[src/rtl/mem_port_arbiter_if.sv]
// rtl/mem_port_arbiter_if.sv - fetch, load/store and memory signal bundle for mem_port_arbiter
//
// Ports (slave = arbiter view, master = requesters + memory view):
//   if_req_i, if_addr_i[31:0]                       fetch request, byte address
//   if_gnt_o, if_rvalid_o, if_rdata_o[31:0]         fetch grant and response
//   ls_req_i, ls_we_i, ls_addr_i[31:0], ls_wdata_i  load/store request
//   ls_gnt_o, ls_rvalid_o, ls_rdata_o, ls_err_o     load/store grant and response
//   mem_en_o, mem_we_o, mem_addr_o, mem_wdata_o     memory access (word address)
//   mem_rdata_i[31:0]                               memory read data, one cycle after a read
interface mem_port_arbiter_if #(
   parameter int MEMORY_SIZE = 1024
);
   localparam int AW = $clog2(MEMORY_SIZE);

   logic          if_req_i;
   logic [31:0]   if_addr_i;
   logic          if_gnt_o;
   logic          if_rvalid_o;
   logic [31:0]   if_rdata_o;

   logic          ls_req_i;
   logic          ls_we_i;
   logic [31:0]   ls_addr_i;
   logic [31:0]   ls_wdata_i;
   logic          ls_gnt_o;
   logic          ls_rvalid_o;
   logic [31:0]   ls_rdata_o;
   logic          ls_err_o;

   logic          mem_en_o;
   logic          mem_we_o;
   logic [AW-1:0] mem_addr_o;
   logic [31:0]   mem_wdata_o;
   logic [31:0]   mem_rdata_i;

   modport slave (
      input  if_req_i, if_addr_i,
      output if_gnt_o, if_rvalid_o, if_rdata_o,
      input  ls_req_i, ls_we_i, ls_addr_i, ls_wdata_i,
      output ls_gnt_o, ls_rvalid_o, ls_rdata_o, ls_err_o,
      output mem_en_o, mem_we_o, mem_addr_o, mem_wdata_o,
      input  mem_rdata_i
   );

   modport master (
      output if_req_i, if_addr_i,
      input  if_gnt_o, if_rvalid_o, if_rdata_o,
      output ls_req_i, ls_we_i, ls_addr_i, ls_wdata_i,
      input  ls_gnt_o, ls_rvalid_o, ls_rdata_o, ls_err_o,
      input  mem_en_o, mem_we_o, mem_addr_o, mem_wdata_o,
      output mem_rdata_i
   );
endinterface

[src/rtl/mem_port_arbiter.sv]
// rtl/mem_port_arbiter.sv - single-port memory arbiter between instruction fetch and load/store
//
// Ports:
//   clk_i  clock, all state on rising edge
//   rst_i  asynchronous active-high reset
//   bus    mem_port_arbiter_if.slave: fetch and load/store request/response, memory port
// Parameters:
//   MEMORY_SIZE    memory depth in 32-bit words (power of two)
//   MAX_LS_STREAK  consecutive load/store grants allowed while a fetch waits
module mem_port_arbiter #(
   parameter int MEMORY_SIZE   = 1024,
   parameter int MAX_LS_STREAK = 3
) (
   input  logic              clk_i,
   input  logic              rst_i,
   mem_port_arbiter_if.slave bus
);
   localparam int AW = $clog2(MEMORY_SIZE);
   localparam int SW = (MAX_LS_STREAK < 1) ? 1 : $clog2(MAX_LS_STREAK + 1);
   localparam logic [SW-1:0] STREAK_MAX = SW'(MAX_LS_STREAK);

   // Records what was granted last cycle so exactly one response fires now.
   typedef enum logic [2:0] {
      TAG_NONE,
      TAG_IF,
      TAG_LS,
      TAG_LS_ST,
      TAG_LS_ERR
   } tag_e;

   tag_e          tag_q, tag_d;
   logic [SW-1:0] streak_q, streak_d;
   logic          ls_win;
   logic          ls_misaligned;
   logic          if_gnt;
   logic          ls_gnt;
   logic          ls_mem;

   // Address bits outside the word index are intentionally ignored.
   logic unused_addr_bits;
   assign unused_addr_bits = ^{bus.if_addr_i[31:AW+2], bus.if_addr_i[1:0],
                               bus.ls_addr_i[31:AW+2]};

   always_ff @(posedge clk_i or posedge rst_i) begin
      if (rst_i) begin
         tag_q    <= TAG_NONE;
         streak_q <= '0;
      end else begin
         tag_q    <= tag_d;
         streak_q <= streak_d;
      end
   end

   always_comb begin
      tag_d         = TAG_NONE;
      streak_d      = streak_q;
      ls_misaligned = (bus.ls_addr_i[1:0] != 2'b00);
      // Load/store wins contention until it has starved the fetch long enough.
      ls_win        = bus.ls_req_i && !(bus.if_req_i && (streak_q == STREAK_MAX));
      ls_gnt        = !rst_i && ls_win;
      if_gnt        = !rst_i && bus.if_req_i && !ls_win;
      ls_mem        = ls_gnt && !ls_misaligned;

      if (if_gnt) begin
         tag_d = TAG_IF;
      end else if (ls_gnt) begin
         if (ls_misaligned) begin
            tag_d = TAG_LS_ERR;
         end else if (bus.ls_we_i) begin
            tag_d = TAG_LS_ST;
         end else begin
            tag_d = TAG_LS;
         end
      end

      if (!bus.if_req_i || if_gnt) begin
         streak_d = '0;
      end else if (ls_gnt && (streak_q != STREAK_MAX)) begin
         streak_d = streak_q + SW'(1);
      end
   end

   assign bus.if_gnt_o    = if_gnt;
   assign bus.ls_gnt_o    = ls_gnt;

   // A misaligned access is granted but never reaches the memory.
   assign bus.mem_en_o    = if_gnt || ls_mem;
   assign bus.mem_we_o    = ls_mem && bus.ls_we_i;
   assign bus.mem_addr_o  = if_gnt ? bus.if_addr_i[AW+1:2] :
                            ls_gnt ? bus.ls_addr_i[AW+1:2] : '0;
   assign bus.mem_wdata_o = ls_gnt ? bus.ls_wdata_i : '0;

   assign bus.if_rvalid_o = (tag_q == TAG_IF);
   assign bus.if_rdata_o  = (tag_q == TAG_IF) ? bus.mem_rdata_i : '0;
   assign bus.ls_rvalid_o = (tag_q == TAG_LS) || (tag_q == TAG_LS_ST) || (tag_q == TAG_LS_ERR);
   assign bus.ls_rdata_o  = (tag_q == TAG_LS) ? bus.mem_rdata_i : '0;
   assign bus.ls_err_o    = (tag_q == TAG_LS_ERR);
endmodule

[src/flat_wrapper.sv]
// flat-port wrapper written by rule: the top's interface ports become plain ports
module mem_port_arbiter_flat 
#(
   parameter int MEMORY_SIZE   = 1024,
   parameter int MAX_LS_STREAK = 3
)
  (clk_i, rst_i, bus_if_req_i, bus_if_addr_i, bus_if_gnt_o, bus_if_rvalid_o, bus_if_rdata_o, bus_ls_req_i, bus_ls_we_i, bus_ls_addr_i, bus_ls_wdata_i, bus_ls_gnt_o, bus_ls_rvalid_o, bus_ls_rdata_o, bus_ls_err_o, bus_mem_en_o, bus_mem_we_o, bus_mem_addr_o, bus_mem_wdata_o, bus_mem_rdata_i);
  mem_port_arbiter_if #(.MEMORY_SIZE(MEMORY_SIZE)) bus_i ();
  input  logic clk_i;
  input  logic rst_i;
  input wire logic [$bits(bus_i.if_req_i)-1:0] bus_if_req_i;
  input wire logic [$bits(bus_i.if_addr_i)-1:0] bus_if_addr_i;
  output wire logic [$bits(bus_i.if_gnt_o)-1:0] bus_if_gnt_o;
  output wire logic [$bits(bus_i.if_rvalid_o)-1:0] bus_if_rvalid_o;
  output wire logic [$bits(bus_i.if_rdata_o)-1:0] bus_if_rdata_o;
  input wire logic [$bits(bus_i.ls_req_i)-1:0] bus_ls_req_i;
  input wire logic [$bits(bus_i.ls_we_i)-1:0] bus_ls_we_i;
  input wire logic [$bits(bus_i.ls_addr_i)-1:0] bus_ls_addr_i;
  input wire logic [$bits(bus_i.ls_wdata_i)-1:0] bus_ls_wdata_i;
  output wire logic [$bits(bus_i.ls_gnt_o)-1:0] bus_ls_gnt_o;
  output wire logic [$bits(bus_i.ls_rvalid_o)-1:0] bus_ls_rvalid_o;
  output wire logic [$bits(bus_i.ls_rdata_o)-1:0] bus_ls_rdata_o;
  output wire logic [$bits(bus_i.ls_err_o)-1:0] bus_ls_err_o;
  output wire logic [$bits(bus_i.mem_en_o)-1:0] bus_mem_en_o;
  output wire logic [$bits(bus_i.mem_we_o)-1:0] bus_mem_we_o;
  output wire logic [$bits(bus_i.mem_addr_o)-1:0] bus_mem_addr_o;
  output wire logic [$bits(bus_i.mem_wdata_o)-1:0] bus_mem_wdata_o;
  input wire logic [$bits(bus_i.mem_rdata_i)-1:0] bus_mem_rdata_i;
  assign bus_i.if_req_i = bus_if_req_i;
  assign bus_i.if_addr_i = bus_if_addr_i;
  assign bus_if_gnt_o = bus_i.if_gnt_o;
  assign bus_if_rvalid_o = bus_i.if_rvalid_o;
  assign bus_if_rdata_o = bus_i.if_rdata_o;
  assign bus_i.ls_req_i = bus_ls_req_i;
  assign bus_i.ls_we_i = bus_ls_we_i;
  assign bus_i.ls_addr_i = bus_ls_addr_i;
  assign bus_i.ls_wdata_i = bus_ls_wdata_i;
  assign bus_ls_gnt_o = bus_i.ls_gnt_o;
  assign bus_ls_rvalid_o = bus_i.ls_rvalid_o;
  assign bus_ls_rdata_o = bus_i.ls_rdata_o;
  assign bus_ls_err_o = bus_i.ls_err_o;
  assign bus_mem_en_o = bus_i.mem_en_o;
  assign bus_mem_we_o = bus_i.mem_we_o;
  assign bus_mem_addr_o = bus_i.mem_addr_o;
  assign bus_mem_wdata_o = bus_i.mem_wdata_o;
  assign bus_i.mem_rdata_i = bus_mem_rdata_i;
  mem_port_arbiter #(.MEMORY_SIZE(MEMORY_SIZE), .MAX_LS_STREAK(MAX_LS_STREAK)) u_core (.clk_i(clk_i), .rst_i(rst_i), .bus(bus_i));
endmodule
[config.mk]
export PLATFORM = sky130hd
export DESIGN_NAME = mem_port_arbiter_flat
export DESIGN_NICKNAME = d
export VERILOG_FILES = /design/src/rtl/mem_port_arbiter_if.sv /design/src/rtl/mem_port_arbiter.sv /design/src/flat_wrapper.sv
export SDC_FILE = /design/constraint.sdc
export NUM_CORES = 1
export LEC_CHECK = 0
export ABC_CLOCK_PERIOD_IN_PS = 2000
export BUFFER_PORTS_ARGS = -buffer_cell sky130_fd_sc_hd__clkbuf_2
export CORE_AREA = 2 2 94 96
export DETAILED_ROUTE_END_ITERATION = 8
export DIE_AREA = 0 0 96 98
export MAX_ROUTING_LAYER = met4
export PLACE_DENSITY = 0.51
export SYNTH_ARGS = -nofsm -noshare
export SYNTH_HDL_FRONTEND = slang
export SYNTH_SLANG_ARGS = --single-unit
[constraint.sdc]
create_clock -name clk_i -period 2 [get_ports clk_i]
set_clock_uncertainty 0.15 [all_clocks]
set_input_delay 0.4 -clock clk_i [delete_from_list [all_inputs] [get_ports clk_i]]
set_output_delay 0.4 -clock clk_i [all_outputs]
set_load 0.1 [all_outputs]
== Word-level counts from Yosys, hierarchy flattened ==
Index checks and enable logic that the tools add are counted.
Word-level totals
  output and inout bits: 113
  register bits after elaboration: 5
Operators by class
  reductions and logical operators: 19
  equality and inequality tests: 6
  add/subtract/negate cells: 1
  mux-type cells: 11
Operator list (number)
  $mux W32: 3
  $mux W10: 2
  $mux W3: 3
  $logic_and A1 B1 Y1: 8
  $eq A3 B2 Y1 const B: 2
  $logic_not A1 Y1: 5
  $logic_or A1 B1 Y1: 4
  $mux W2: 2
  $reduce_bool A2 Y1: 2
  $eq A3 B1 Y1 const B: 1
  $eq A3 B3 Y1 const B: 1
  $add A2 B1 Y2 const B: 1
  $eq A2 B2 Y1 const B: 1
  $ne A2 B2 Y1 const B: 1
  $mux W1: 1

== Logic depth before layout (Yosys ltp) ==
  depth in word-level cells: 8
  gate-level depth with buffers: 6

== Least setup slack after synthesis ==
Ideal clock, no wire load.
  path kind: reg2out
  from: register u_core.tag_q[1]
  to: output port bus_ls_rvalid_o
  required time: 1.450 ns
  cell stages (with the launch flop): 3
  slack: -1.804 ns
  arrival: 3.254 ns
  path through: dfrtp_1 nor3_1 a21o_1
Between the ends
  elaborated cells on any way between the ends: 5
  classes of those cells: eq/ne: 3; reduce/logical: 2
RTL lines
  start: declaration: line mem_port_arbiter.sv:31  | tag_e tag_q, tag_d;
  start signal: assignment: line mem_port_arbiter.sv:49  | tag_q <= tag_d;
  $eq A3 B3 Y1
  via bus_ls_err_o: line flat_wrapper.sv:23  | output wire logic [$bits(bus_i.ls_err_o)-1:0] bus_ls_err_o;
  $logic_or A1 B1 Y1: line mem_port_arbiter.sv:95  | assign bus.ls_rvalid_o = (tag_q == TAG_LS) || (tag_q == TAG_LS_ST) || (tag_q == TAG_LS_ERR);
  end: declaration: line flat_wrapper.sv:21  | output wire logic [$bits(bus_i.ls_rvalid_o)-1:0] bus_ls_rvalid_o;
The timed path passes the listed nets, and every way through them passes these cells.

== Worst setup path in the final report ==
  from: register u_core.streak_q[1]
  to: output port bus_mem_addr_o[9]
Between the ends
  longest elaborated chain between the ends: 7
  elaborated cells on any way between the ends: 9
  classes of those cells: eq/ne: 1; mux: 2; reduce/logical: 6
Ends and longest elaborated chain
  start: declaration: line mem_port_arbiter.sv:32  | logic [SW-1:0] streak_q, streak_d;
  start signal: assignment: line mem_port_arbiter.sv:50  | streak_q <= streak_d;
  $eq A2 B2 Y1 *: line mem_port_arbiter.sv:59  | ls_win = bus.ls_req_i && !(bus.if_req_i && (streak_q == STREAK_MAX));
  $logic_and A1 B1 Y1 *: line mem_port_arbiter.sv:59
  $logic_not A1 Y1 *: line mem_port_arbiter.sv:59
  $logic_and A1 B1 Y1 *: line mem_port_arbiter.sv:59
  $logic_and A1 B1 Y1 / $logic_not A1 Y1 (equally long branches): line mem_port_arbiter.sv:60, mem_port_arbiter.sv:61
  $mux W10 / $logic_and A1 B1 Y1 (equally long branches): line mem_port_arbiter.sv:90, mem_port_arbiter.sv:61
  $mux W10 *: line mem_port_arbiter.sv:89  | assign bus.mem_addr_o = if_gnt ? bus.if_addr_i[AW+1:2] :
  end: declaration: line flat_wrapper.sv:26  | output wire logic [$bits(bus_i.mem_addr_o)-1:0] bus_mem_addr_o;
Every way passes the cells marked *; elsewhere a longest branch is shown, timed or not.

==> parameters.txt <==
Parameter                              Value

Logic synthesis
  Simple-gate share of the synthesized area    0.678
  Top FF cell, synth    dfrtp_1
  Share of cell area taken by muxes after synthesis    0
  Post-Synthesis Cell Area    roughly 1000 sq um
  Compound-gate portion of the synthesized area    0.117
  Synth top cells by count    and2_1 (98), a22o_1 (10), clkbuf_1 (5), dfrtp_1 (5)
  Part of the Yosys area used for sequential elements    0.120
  Xor-xnor portion of the synthesized cell area    0
  Top-area cell type share of the netlist area    0.586
  Cell types with the largest area share after synthesis    and2_1 (59%), dfrtp_1 (12%), a22o_1 (8.4%)
  Cell accounting for the most synthesized area    and2_1
  Mapped Avg Cell Area    a little over 7 sq um
  Number of enable-type register cells in the synthesized netlist    0
  Yosys warns    0
  Count of state elements after synthesis    5
  Dominant cell by count in the synthesized netlist    and2_1
  Number of standard cells after synthesis    about 150
  Number of nets produced by synthesis    280
  Post-synthesis share of cell area spent on full adders, half adders and majority gates    0.0120
  Post-synthesis cell type count    21
  Combinational family with the most area after synthesis    simple AND/OR/NAND/NOR gates
  Share of async-settable or async-resettable flops after synthesis    1.00

Detailed routing
  Routed via count    1871
  Drt drc    0
  Iteration-0 DRC Markers    20
  Final antenna-violating net count    0
  Average wire length per cell after detail routing    13.7 um
  WL final    around 6.5 mm
  Detailed Routing Iterations Pass 1    3
  Via density per instance    a little under 4

STA
  Worst path setup slack after routing    -0.174 ns
  Fin. max-slew vios    0
  Pin slew with the least headroom to its limit    0.355 ns
  Max-slew headroom at the worst pin    0.763
  Setup TNS Final    -13.45 ns
  Tightest hold margin    ~0.053 ns
  Max frequency    ~460 MHz
  Unrepaired setup endpoints after global routing    true
  Final period demand of the worst path    ~2.2 ns
  Period utilisation layout    1.09
  Final Setup Violations    about 110
  Final Hold Viols    0

Clock tree
  CTS Hold Buffers Added    0
  Sinks on the clock net    5
  Clock-pin slew reported for the worst setup and hold paths after clock tree synthesis    roughly 0.040 ns
  TritonCTS Buffers    3
  Number of buffers on the longest clock path    2
  Root Driver    clkbuf_8
  Number of H-tree levels    1
  CTS tree    done
  Worst-Skew Late Latency    0.22 ns

Layout
  Multi-input gate area in the final layout    about 1200 sq um
  Area taken by flip-flops and latches    between 100 and 150 sq um
  Final-layout fill cell count    712
  Non-filler cells, final    ~470
  Fraction of final layout cells with drive strength greater than 1    0.962
  Net count, final    roughly 500
  Total inserted antenna cells    0
  Synthesis-to-finish area growth    341%

Power and ir drop
  Switching share of power    0.515
  Power per Cell Area    approximately 330 nW/um^2
  Logic pwr share    0.806
  Total Power    about 1.5 mW
  Clock power frac    0.121
  Largest voltage drop on the vdd net    0.231 mV
  Static power due to leakage    2.17 nW
  Portion of total power attributed to sequential cells    0.073
  Switching power of the nets    approximately 0.8 mW
  Internal Pwr Total    between 0.7 and 0.8 mW

GRT
  Global router's overall resource usage    0.130
  Global-route wire length before repair    9.31 mm
  Initial antenna violation count    0
  Largest net degree at the start of global routing    34
  Global route overflow    0
  Via count of the first global-routing pass    1950

Setup path
  Buffer and inverter count on the worst path    2
  Cell mode on critical path    buf_12
  Data arrival time at the worst-slack endpoint    around 1.6 ns
  Series of cell instances along the critical path    ha_4, nand2_2, and3_4, buf_12, a22o_2, buf_12
  Max FO, Critical Path    25
  Required time worst endpoint    between 1 and 1.5 ns
  Cell with the largest stage delay on the worst path    dfrtp_1
  Largest stage delay, worst path    ~0.4 ns
  Reg-to-reg setup timing slack    0.50 ns
  Dominant delay contributor by cell family on the critical path    flip-flops
  Category of the worst setup path launch point    register
  Crit Path Category    register to primary output
  Worst Setup End Kind    primary output

Floorplanning
  Vert. Die Dim    around 98 um
  Initial Utilization    0.124
  Floorplan Core Area    roughly 8500 sq um
  Chip Width    ~96 um
  Site Rows    34
  Full die area    9410 sq um
  Top Ports    about 250

Hold path
  Class of the worst hold path    primary input to async pin

Placement
  Worst slack, placed    between 0.05 and 0.06 ns
  Count of port buffers added during placement    ~200
  DP Cell Count    454
  HPWL Detailed    between 5 and 6 mm
  GPL Wtd Cong    roughly 0.74

Job
  Max-cap viol count    0

Status
  Run status    finished, violations left
  Failing checks    negative setup slack
## final timing paths
path | start | depth (start not counted) | to
setup / recovery | u_core.streak_q[1] | 6 | bus_mem_addr_o[9]
hold / removal | rst_i | 3 | u_core.streak_q[1]
setup reg to reg | u_core.streak_q[1] | 5 | u_core.tag_q[0]
hold reg to reg | u_core.streak_q[0] | 3 | u_core.streak_q[0]
max in group asynchronous | rst_i | 3 | u_core.tag_q[0]
min in group clk_i | bus_ls_we_i | 2 | u_core.tag_q[0]
## power groups by stage
stage                     sequential (mW)  combinational [mW]  clock [mW]
final                               0.112                1.24       0.186
after detailed placement            0.112                1.17           0
after floorplan                     0.112               0.708           0
after global placement              0.112                1.16           0
after CTS                           0.111                1.21       0.192
after global routing                0.112                1.28       0.197
## per-layer routing
layer | share of wire | track usage | up-vias
li1 | - | - | 907
met4 | 0.0083 | 0.0297 | 0
met2 | 0.56 | 0.255 | 139
met5 | 0 | - | -
met1 | 0.31 | 0.122 | 821
met3 | 0.12 | 0.0347 | 4
## state kept, by name, indices dropped and copies added, names as in the netlist
signal	cells
u_core.streak_q	2
u_core.tag_q	3
## cell families (layout without fill, tap and decap cells)
group	after synthesis	count (layout)
AO/OA/AOI/OAI	15	15
adder cells (fa/ha/maj)	1	1
buffers and inverters	14	234
flip-flops	5	5
AND/OR/NAND/NOR	111	111
## cell type report
type	instances	area share
clock buffers	4	0.00976
flip-flops and latches	5	0.0276
multi-input cells	127	0.266
repair buffers	228	0.666
well taps	108	0.0293
inverters	2	0.00163
## tightest hold or removal path: cells and delay by family
kind	cells	cell delay [ns]
buf+inv	3	0.35
## what timing repair did
| item | CTS | global route |
|---|---|---|
| pin swaps | 33 | 41 |
| cloned | 3 | 4 |
| gates resized for setup | 41 | 30 |
| buffers inserted | 9 | 4 |
| endpoints found under the setup margin | 109 | 110 |
## cell usage in the layout (no fill, tap or decap), types with 2 or more instances in the layout
cell	count
buf_6	5
and3_4	2
nor3b_4	3
clkbuf_8	3
nor2b_1	3
buf_12	120
buf_4	8
dfrtp_1	3
buf_8	2
clkbuf_2	90
a21o_4	2
a22o_2	3
dfrtp_2	2
and2_1	2
a22o_4	7
clkbuf_16	3
and2_4	96
## per-stage QoR
stage | cell area [sq um] | utilization
finish | 4620 | 0.545
CTS | 4530 | 0.535
global placement | 4240 | 0.500
detailed placement | 4240 | 0.500
global route | 4620 | 0.545
floorplan | 1370 | -
(Power assumes the default switching activity.)
